### src/rtl/jesd_ctrl_pkg.sv
// ---------------------------------------------------------------------------
// jesd_ctrl_pkg
//
// Shared definitions for the JESD204B transmitter control path.
//
// Contents:
//   sync_state_t        - per-channel SYNC~ decoder state encoding
//   DEFAULT_REQ_FRAMES  - default number of consecutive low frame strobes
//                         that turn a low SYNC~ pulse into a sync request
//   sync_cnt_width()    - width of a frame counter able to hold req_frames
// ---------------------------------------------------------------------------
package jesd_ctrl_pkg;

    // IDLE: SYNC~ high. LOW: SYNC~ low, still an error report candidate.
    // REQ: SYNC~ held low long enough to be a re-initialization request.
    typedef enum logic [1:0] {
        SYNC_IDLE = 2'd0,
        SYNC_LOW  = 2'd1,
        SYNC_REQ  = 2'd2
    } sync_state_t;

    localparam int DEFAULT_REQ_FRAMES = 4;

    // The frame counter must be able to represent REQ_FRAMES itself,
    // since that is the value at which it saturates.
    function automatic int sync_cnt_width(input int req_frames);
        return $clog2(req_frames + 1);
    endfunction

endpackage

### src/rtl/syncn_chan.sv
// ---------------------------------------------------------------------------
// syncn_chan
//
// Single-channel SYNC~ decoder. Classifies a low pulse on sync_n as either
// an error report (released before REQ_FRAMES frame strobes) or a
// re-initialization request (held low for REQ_FRAMES frame strobes), and
// flags the end of a request with a release pulse.
//
// Parameters:
//   REQ_FRAMES     - low frame strobes that classify a pulse as a request
//
// Ports:
//   clk            in   device clock
//   rst            in   synchronous active-high reset
//   frame_clk      in   frame strobe, one clk cycle per frame
//   sync_n         in   SYNC~ for this channel, active low
//   err_reporting  out  registered: channel is in LOW
//   sync_request   out  registered: channel is in REQ
//   err_pulse      out  registered one-cycle pulse: completed error report
//   sync_release   out  registered one-cycle pulse: request ended
//   req_nxt        out  combinational next-state REQ flag, for aggregation
//   release_nxt    out  combinational next-cycle release flag, for aggregation
// ---------------------------------------------------------------------------
module syncn_chan
    import jesd_ctrl_pkg::*;
#(
    parameter int REQ_FRAMES = DEFAULT_REQ_FRAMES
) (
    input  logic clk,
    input  logic rst,
    input  logic frame_clk,
    input  logic sync_n,
    output logic err_reporting,
    output logic sync_request,
    output logic err_pulse,
    output logic sync_release,
    output logic req_nxt,
    output logic release_nxt
);

    localparam int              FCW     = sync_cnt_width(REQ_FRAMES);
    localparam logic [FCW-1:0]  REQ_CNT = FCW'(REQ_FRAMES);

    sync_state_t    state;
    sync_state_t    state_nxt;
    logic [FCW-1:0] frame_cnt;
    logic [FCW-1:0] frame_cnt_nxt;
    logic [FCW-1:0] frame_cnt_inc;
    logic           err_nxt;
    logic           rel_nxt;

    assign frame_cnt_inc = frame_cnt + FCW'(1);

    // Next-state decode. A rising SYNC~ always wins over a frame strobe in
    // the same cycle, so the strobe is only counted while SYNC~ stays low.
    // A LOW that ends without any counted strobe is treated as a glitch.
    always_comb begin
        state_nxt     = state;
        frame_cnt_nxt = frame_cnt;
        err_nxt       = 1'b0;
        rel_nxt       = 1'b0;
        case (state)
            SYNC_IDLE: begin
                if (!sync_n) begin
                    state_nxt     = SYNC_LOW;
                    frame_cnt_nxt = frame_clk ? FCW'(1) : '0;
                end
            end
            SYNC_LOW: begin
                if (sync_n) begin
                    state_nxt     = SYNC_IDLE;
                    frame_cnt_nxt = '0;
                    err_nxt       = (frame_cnt != '0);
                end else if (frame_clk && (frame_cnt < REQ_CNT)) begin
                    frame_cnt_nxt = frame_cnt_inc;
                    if (frame_cnt_inc == REQ_CNT) begin
                        state_nxt = SYNC_REQ;
                    end
                end
            end
            SYNC_REQ: begin
                if (sync_n) begin
                    state_nxt     = SYNC_IDLE;
                    frame_cnt_nxt = '0;
                    rel_nxt       = 1'b1;
                end
            end
            default: begin
                state_nxt     = SYNC_IDLE;
                frame_cnt_nxt = '0;
            end
        endcase
    end

    assign req_nxt     = (state_nxt == SYNC_REQ);
    assign release_nxt = rel_nxt;

    // State, counter and all outputs are registered together. Level outputs
    // are decoded from the next state so they line up with the state itself;
    // reset drops any pending pulse so a mid-pulse reset is silent.
    always_ff @(posedge clk) begin
        if (rst) begin
            state         <= SYNC_IDLE;
            frame_cnt     <= '0;
            err_reporting <= 1'b0;
            sync_request  <= 1'b0;
            err_pulse     <= 1'b0;
            sync_release  <= 1'b0;
        end else begin
            state         <= state_nxt;
            frame_cnt     <= frame_cnt_nxt;
            err_reporting <= (state_nxt == SYNC_LOW);
            sync_request  <= (state_nxt == SYNC_REQ);
            err_pulse     <= err_nxt;
            sync_release  <= rel_nxt;
        end
    end

endmodule

### src/rtl/syncn_decoder_mc.sv
// ---------------------------------------------------------------------------
// syncn_decoder_mc
//
// Multi-channel SYNC~ decoder for the JESD204B transmitter control path.
// One syncn_chan per SYNC~ input; this level aggregates the per-channel
// results for multipoint links.
//
// Optional feature (macro SYNCN_ERR_CNT_EN): per-channel saturating error
// report counters with a shared clear. When the macro is undefined the
// counter ports and logic are absent.
//
// Parameters:
//   NUM_SYNC            - number of SYNC~ inputs (1..8)
//   REQ_FRAMES          - low frame strobes that make a sync request (2..15)
//   CNT_W               - width of each error counter (optional feature)
//
// Ports:
//   clk                 in   device clock (2x frame rate)
//   rst                 in   synchronous active-high reset
//   frame_clk           in   frame strobe
//   i_sync_n            in   SYNC~ per channel, active low
//   i_err_cnt_clr       in   clear all error counters (SYNCN_ERR_CNT_EN)
//   o_err_cnt           out  error counters, channel n at [n*CNT_W +: CNT_W]
//                            (SYNCN_ERR_CNT_EN)
//   o_sync_request_tx   out  per-channel request level
//   o_err_reporting     out  per-channel SYNC~-low-not-yet-request level
//   o_err_pulse         out  per-channel completed error report pulse
//   o_sync_release      out  per-channel request-ended pulse
//   o_sync_request_any  out  OR of all request levels
//   o_sync_release_all  out  pulse when the last requesting channel releases
// ---------------------------------------------------------------------------
module syncn_decoder_mc
    import jesd_ctrl_pkg::*;
#(
    parameter int NUM_SYNC   = 2,
    parameter int REQ_FRAMES = DEFAULT_REQ_FRAMES,
    parameter int CNT_W      = 8
) (
    input  logic                      clk,
    input  logic                      rst,
    input  logic                      frame_clk,
    input  logic [NUM_SYNC-1:0]       i_sync_n,
`ifdef SYNCN_ERR_CNT_EN
    input  logic                      i_err_cnt_clr,
    output logic [NUM_SYNC*CNT_W-1:0] o_err_cnt,
`endif
    output logic [NUM_SYNC-1:0]       o_sync_request_tx,
    output logic [NUM_SYNC-1:0]       o_err_reporting,
    output logic [NUM_SYNC-1:0]       o_err_pulse,
    output logic [NUM_SYNC-1:0]       o_sync_release,
    output logic                      o_sync_request_any,
    output logic                      o_sync_release_all
);

    logic [NUM_SYNC-1:0] req_nxt;
    logic [NUM_SYNC-1:0] release_nxt;

    // One independent decoder per SYNC~ input; there is no cross-channel
    // skew compensation, each channel sees only its own SYNC~.
    for (genvar g = 0; g < NUM_SYNC; g++) begin : g_chan
        syncn_chan #(
            .REQ_FRAMES (REQ_FRAMES)
        ) u_chan (
            .clk           (clk),
            .rst           (rst),
            .frame_clk     (frame_clk),
            .sync_n        (i_sync_n[g]),
            .err_reporting (o_err_reporting[g]),
            .sync_request  (o_sync_request_tx[g]),
            .err_pulse     (o_err_pulse[g]),
            .sync_release  (o_sync_release[g]),
            .req_nxt       (req_nxt[g]),
            .release_nxt   (release_nxt[g])
        );
    end

    // Aggregates are built from the channels' next-state flags so that they
    // are registered in the same edge as the per-channel outputs. A release
    // only counts as "all released" when no channel remains in REQ; channels
    // that are merely low do not hold it off.
    always_ff @(posedge clk) begin
        if (rst) begin
            o_sync_request_any <= 1'b0;
            o_sync_release_all <= 1'b0;
        end else begin
            o_sync_request_any <= |req_nxt;
            o_sync_release_all <= (|release_nxt) && !(|req_nxt);
        end
    end

`ifdef SYNCN_ERR_CNT_EN
    // Per-channel error report counters. Each counts registered error
    // pulses and sticks at all-ones; a clear wins over a simultaneous pulse.
    for (genvar g = 0; g < NUM_SYNC; g++) begin : g_err_cnt
        logic [CNT_W-1:0] err_cnt;

        always_ff @(posedge clk) begin
            if (rst) begin
                err_cnt <= '0;
            end else if (i_err_cnt_clr) begin
                err_cnt <= '0;
            end else if (o_err_pulse[g] && (err_cnt != '1)) begin
                err_cnt <= err_cnt + CNT_W'(1);
            end
        end

        assign o_err_cnt[g*CNT_W +: CNT_W] = err_cnt;
    end
`endif

endmodule

### config.mk
export PLATFORM = sky130hd
export DESIGN_NAME = syncn_decoder_mc
export DESIGN_NICKNAME = d
export VERILOG_FILES = /design/src/rtl/jesd_ctrl_pkg.sv /design/src/rtl/syncn_chan.sv /design/src/rtl/syncn_decoder_mc.sv
export SDC_FILE = /design/constraint.sdc
export NUM_CORES = 1
export LEC_CHECK = 0
export ABC_AREA = 1
export CAP_MARGIN = 20
export CORE_ASPECT_RATIO = 1.25
export CORE_UTILIZATION = 40
export DETAILED_ROUTE_END_ITERATION = 16
export PLACE_DENSITY = 0.7
export SYNTH_ARGS = -nofsm -noshare
export SYNTH_HDL_FRONTEND = slang
export SYNTH_SLANG_ARGS = --single-unit
### constraint.sdc
create_clock -name clk -period 1.3 [get_ports clk]
set_clock_uncertainty 0.15 [all_clocks]
set_input_delay 0.39 -clock clk [delete_from_list [all_inputs] [get_ports clk]]
set_output_delay 0.39 -clock clk [all_outputs]
set_load 0.02 [all_outputs]
Word level (Yosys, flattened, before mapping) --
Index checks and enable logic that the tools add are counted.
Word-level totals: bits in registers 20, input bits 5
Operators by class: $add $sub $neg 2, order comparisons 2, equal/unequal tests 16, mux-type cells 27, bitwise logic cells 4, reduce and logical (&&, ||, !) cells 14
Operators by type and width (count):
- two-way mux 3 bit | 8
- two-way mux 2 bit | 10
- one-hot mux 3 bit (3 select lines) | 2
- one-hot mux 2 bit (3 select lines) | 2
- == test 2 x 1 -> 1 bit, second input constant | 4
- == test 2 bit, second input constant | 4
- != test 2 bit, second input constant | 4
- adder 3 x 1 -> 3 bit, second input constant | 2
- == test 3 bit, second input constant | 2
- < comparator 3 bit, second input constant | 2
- != test 3 x 2 -> 1 bit, second input constant | 2
- AND reduction 3 bit | 2
- nonzero test 3 bit | 2
- OR reduction 3 bit | 2
- two-way mux 1 bit | 5
- zero test 2 bit | 2
- inverter 1 bit | 4
- OR reduction 2 bit | 2
- logical AND 1 bit | 3
- zero test 1 bit | 1

Depth between registers and ports, before layout --
depth in word-level cells 10, mapped depth 8, mapped depth without buffers 8

Modules after synthesis --
Synthesis repeated with hierarchy kept, for this count alone.
Second synthesis, totals: cell total of the unflattened synthesis 138, area total of the unflattened synthesis 980.9 um^2
By module, submodules not included:
- syncn_chan | times used 2, cells an instance 65, area an instance 457.9 um^2, sequential area each 180.2 um^2
- syncn_decoder_mc | times used 1, cells an instance 8, area an instance 65.1 um^2, sequential area each 40.0 um^2

Least setup slack after synthesis --
No wires, ideal clock.
kind register -> register, from reg g_chan[1].u_chan.frame_cnt[0], to reg o_sync_request_any, setup time 0.059 ns, arrival time 1.010 ns, data required time 1.091 ns, slack 0.082 ns, stages on the path, launching flop included 8, path buffers 0, cells stage by stage dfxtp_1 ha_1 nand2_1 nor2_1 nand2_1 o21ai_0 nand2_1 nand2_1
Between the ends: cells in the longest elaborated chain, start to end 8
RTL lines:
- from (decl) | line syncn_chan.sv:46 | logic [FCW-1:0] frame_cnt;
- from (signal assigned) | line syncn_chan.sv:111 | frame_cnt <= frame_cnt_nxt;
- adder 3 x 1 -> 3 bit | line syncn_chan.sv:52 | assign frame_cnt_inc = frame_cnt + FCW'(1);
- == test 3 bit | line syncn_chan.sv:76 | if (frame_cnt_inc == REQ_CNT) begin
- two-way mux 2 bit | line syncn_chan.sv:76
- two-way mux 2 bit (*) | line syncn_chan.sv:74 | end else if (frame_clk && (frame_cnt < REQ_CNT)) begin
- two-way mux 2 bit (*) | line syncn_chan.sv:70 | if (sync_n) begin
- one-hot mux 2 bit (3 select lines) (*) | line syncn_chan.sv:62 | case (state)
- == test 2 bit (*) | line syncn_chan.sv:95 | assign req_nxt = (state_nxt == SYNC_REQ);
- OR reduction 2 bit (*) | line syncn_decoder_mc.sv:86 | o_sync_request_any <= |req_nxt;
- to (signal assigned) | line syncn_decoder_mc.sv:86
- to (decl) | line syncn_decoder_mc.sv:51 | output logic o_sync_request_any,
Every way passes the cells marked *; elsewhere a longest branch is shown, timed or not. A chain may end at the register's enable or synchronous reset.

Worst setup path in the final report --
from reg g_chan[0].u_chan.frame_cnt[0], to reg g_chan[0].u_chan.state[0]
Between the ends: cells in the longest elaborated chain, start to end 6
RTL lines:
- from (decl) | line syncn_chan.sv:46
- from (signal assigned) | line syncn_chan.sv:111
- adder 3 x 1 -> 3 bit | line syncn_chan.sv:52
- == test 3 bit | line syncn_chan.sv:76
- two-way mux 2 bit | line syncn_chan.sv:76
- two-way mux 2 bit (*) | line syncn_chan.sv:74
- two-way mux 2 bit (*) | line syncn_chan.sv:70
- one-hot mux 2 bit (3 select lines) (*) | line syncn_chan.sv:62
- to (signal assigned) | line syncn_chan.sv:110 | state <= state_nxt;
- to (decl) | line syncn_chan.sv:44 | sync_state_t state;
Marks and branches as above.

==> flow_metrics.py <==
metrics = {
    "placement": {
        "place_inst": 183,
        "place_worst_setup_slack_ns": -0.511,
        "hpwl_mm": 1.53,
        "numPortBuffers": 14,
        "place_congestion": 0.831,
    },
    "detailed_routing": {
        "ant_nets": 0,
        "routed_wl_mm": 2.11,
        "drt-initial-drc-count": 23,
        "dr.pass1.iters": 4,
        "routed_via_density": 4.74,
        "dr_total_vias": 887,
        "routedWlPerCell_um": 11.3,
        "drcViolationCount": 0,
    },
    "global_route": {
        "grt_use_met2_pct": 30.0,
        "grt_max_degree": 13,
        "use_met3_pct": 2.18,
        "grt_pass1_wl_mm": 3.36,
        "grt_pass1_vias": 860,
        "grt_usage_pct": 17.3,
        "antenna_found_initial": 0,
        "grt_overflow": 0,
        "use_met1_pct": 18.1,
        "busiest_layer": "met2",
    },
    "logic_synthesis": {
        "syn-num-nets": 146,
        "ys.warnings.count": 0,
        "synthCells": 135,
        "yosys-top-cells-area": "dfxtp_1 (40%), nand2_1 (12%), ha_1 (7.5%), inv_1 (7.5%), nand3_1 (7.0%)",
        "synth_top_area_share_pct": 40.2,
        "synth_area_leader_cell": "dfxtp_1",
        "synth_seq_area_share_pct": 40.2,
        "ys_ff_latch": 20,
        "yosysUniqueCellTypes": 18,
        "syn_area_um2": 996,
        "syn_area_per_cell_um2": 7.38,
    },
    "worst_setup_path": {
        "cp_slowest_stage_delay_ns": 0.41,
        "worstPathRequired_ns": 1.34,
        "cp_top_family": "flip-flops",
        "cp_cell_sequence": "ha_4, nand4_1, o211ai_1, inv_1",
        "start_kind": "flop",
        "worstSetupPathType": "flop to flop",
        "crit_buf_inv": 1,
        "cp-end-kind": "flop",
        "cp_max_fo": 4,
        "slowest_stage": "dfxtp_4",
        "cp.arrival_ns": 1.34,
    },
    "floorplan": {
        "start_util_pct": 43.6,
        "core_um2": 2280,
        "die_h_um": 57.8,
        "die_w_um": 46.6,
        "rows": 19,
        "ios": 15,
        "dieArea_um2": 2690,
    },
    "layout": {
        "final_nets": 168,
        "fin_cells": 187,
        "area_growth_pct": 39.1,
        "antenna_cells": 0,
        "drive_above_1_share_pct": 48.1,
    },
    "clock_network": {
        "clock_latency_ns": 0.29,
        "path_clk_slew_ns": 0.11,
        "ctsLongestPathBuffers": 2,
        "hold_buffers": 0,
        "clockRootBuffer": "clkbuf_4",
        "numCtsBuffers": 3,
        "htreeDepth": 1,
        "cts_tree": "done",
        "clock-sinks": 20,
    },
    "timing": {
        "period_minus_slack_ns": 1.30,
        "slew_headroom_pct": 83.1,
        "hold_viol": 0,
        "drv_slew": 0,
        "fin_crit_sh_pct": 99.9,
        "fin_ws_ns": 0.000969,
        "worst_pin_slew_ns": 0.252,
        "fmax_mhz": 770,
        "setup_viol": 0,
        "rsz0062_at_grt": "yes",
        "fin_setup_tns_ns": 0,
    },
    "pwr": {
        "p_leak_nw": 0.661,
        "p_total_mw": 1.32,
        "power_density_nw_per_um2": 950,
        "ir_drop_mv": 0.663,
    },
    "worst_hold_path": {
        "hold_class": "input pin to flop",
    },
    "flow_run": {
        "drv_cap": 0,
    },
    "outcome": {
        "status": "complete, no violations",
    },
}
[state kept, by name, indices dropped and copies added (netlist names)]
name	cells
g_chan.u_chan.err_pulse	2
g_chan.u_chan.err_reporting	2
g_chan.u_chan.frame_cnt	6
g_chan.u_chan.state	4
g_chan.u_chan.sync_release	2
g_chan.u_chan.sync_request	2
o_sync_release_all	1
o_sync_request_any	1
[worst reg2reg max path: stages (launching register included)]
cell	delay, ns
dfxtp_4	0.41
ha_4	0.14
nand4_1	0.14
o211ai_1	0.29
inv_1	0.06
[path summary, 6_finish.rpt]
check                                             start                               endpoint  slack (ns)  cells past startpoint
max          g_chan[0].u_chan.frame_cnt[0]$_SDFFE_PP0P_   g_chan[0].u_chan.state[0]$_SDFF_PP0_       0.001                      4
min                                         i_sync_n[0]  g_chan[0].u_chan.err_pulse$_SDFF_PP0_        0.33                      3
max reg2reg  g_chan[0].u_chan.frame_cnt[0]$_SDFFE_PP0P_   g_chan[0].u_chan.state[0]$_SDFF_PP0_       0.001                      4
min reg2reg  g_chan[1].u_chan.frame_cnt[2]$_SDFFE_PP0P_  g_chan[1].u_chan.err_pulse$_SDFF_PP0_        0.37                      2
[final cells by class]
class	count	area (um^2)
fill	228	897
sequential	20	435
clock buffer	3	22.5
timing repair buffer	25	226
tap	31	38.8
multi-input combinational	84	546
clock inverter	1	30.0
inverter	23	86.3
[layout by cell type (no fill, tap or decap), drive strengths merged]
cell type and count:
inv 23, dlygate4sd2 3, o22ai 1, clkbuf 4
dfxtp 20, nand2 35, o211ai 1, bufinv 1
nor2 13, o21ai 2, a21oi 6, ha 6
nand3 17, nand4 3, buf 21
[power by group]
part	switching, mW	internal (mW)	leakage [nW]
registers	0.0219	0.625	0.172
logic	0.0958	0.0744	0.460
clock network	0.187	0.311	0.0279
[Yosys cell counts (all sizes together)]
cell type / number
nor2: 13
nand2: 35
nand3: 17
o211ai: 1
buf: 8
nand4: 3
o22ai: 1
a21oi: 6
dfxtp: 20
inv: 23
o21ai: 2
ha: 6
[routing by layer]
| layer | wire length, um | part of all wire [%] |
|---|---|---|
| met1 | 834 | 40 |
| met2 | 1140 | 54 |
| met3 | 60 | 2.8 |
| met4 | 70 | 3.3 |
| met5 | 0 | 0 |
[cell families after synthesis]
| group | Yosys count | synth area share [%] |
|---|---|---|
| AO/OA/AOI/OAI | 10 | 5.78 |
| AND/OR/NAND/NOR | 68 | 31.8 |
| adder cells (fa/ha/maj) | 6 | 7.54 |
| buffers and inverters | 31 | 14.7 |
| flip-flops | 20 | 40.2 |
[through the flow]
stage	util, %	area [um^2]	hold slack [ns]
after global placement	52.5	1200	0.345
after floorplan	-	996	0.302
after detailed placement	52.5	1200	0.356
after CTS	56.5	1290	0.358
after global routing	60.7	1390	0.317
final	60.7	1390	0.325
[timing repair]
| action | 4_1_cts | 5_1_grt |
|---|---|---|
| pin swaps | 1 | 15 |
| setup endpoints to repair | 24 | 24 |
| setup buffers | 0 | 0 |
| cloned | 0 | 0 |
| gates resized for setup | 79 | 34 |
No activity file was read; power rests on OpenSTA's default activity.
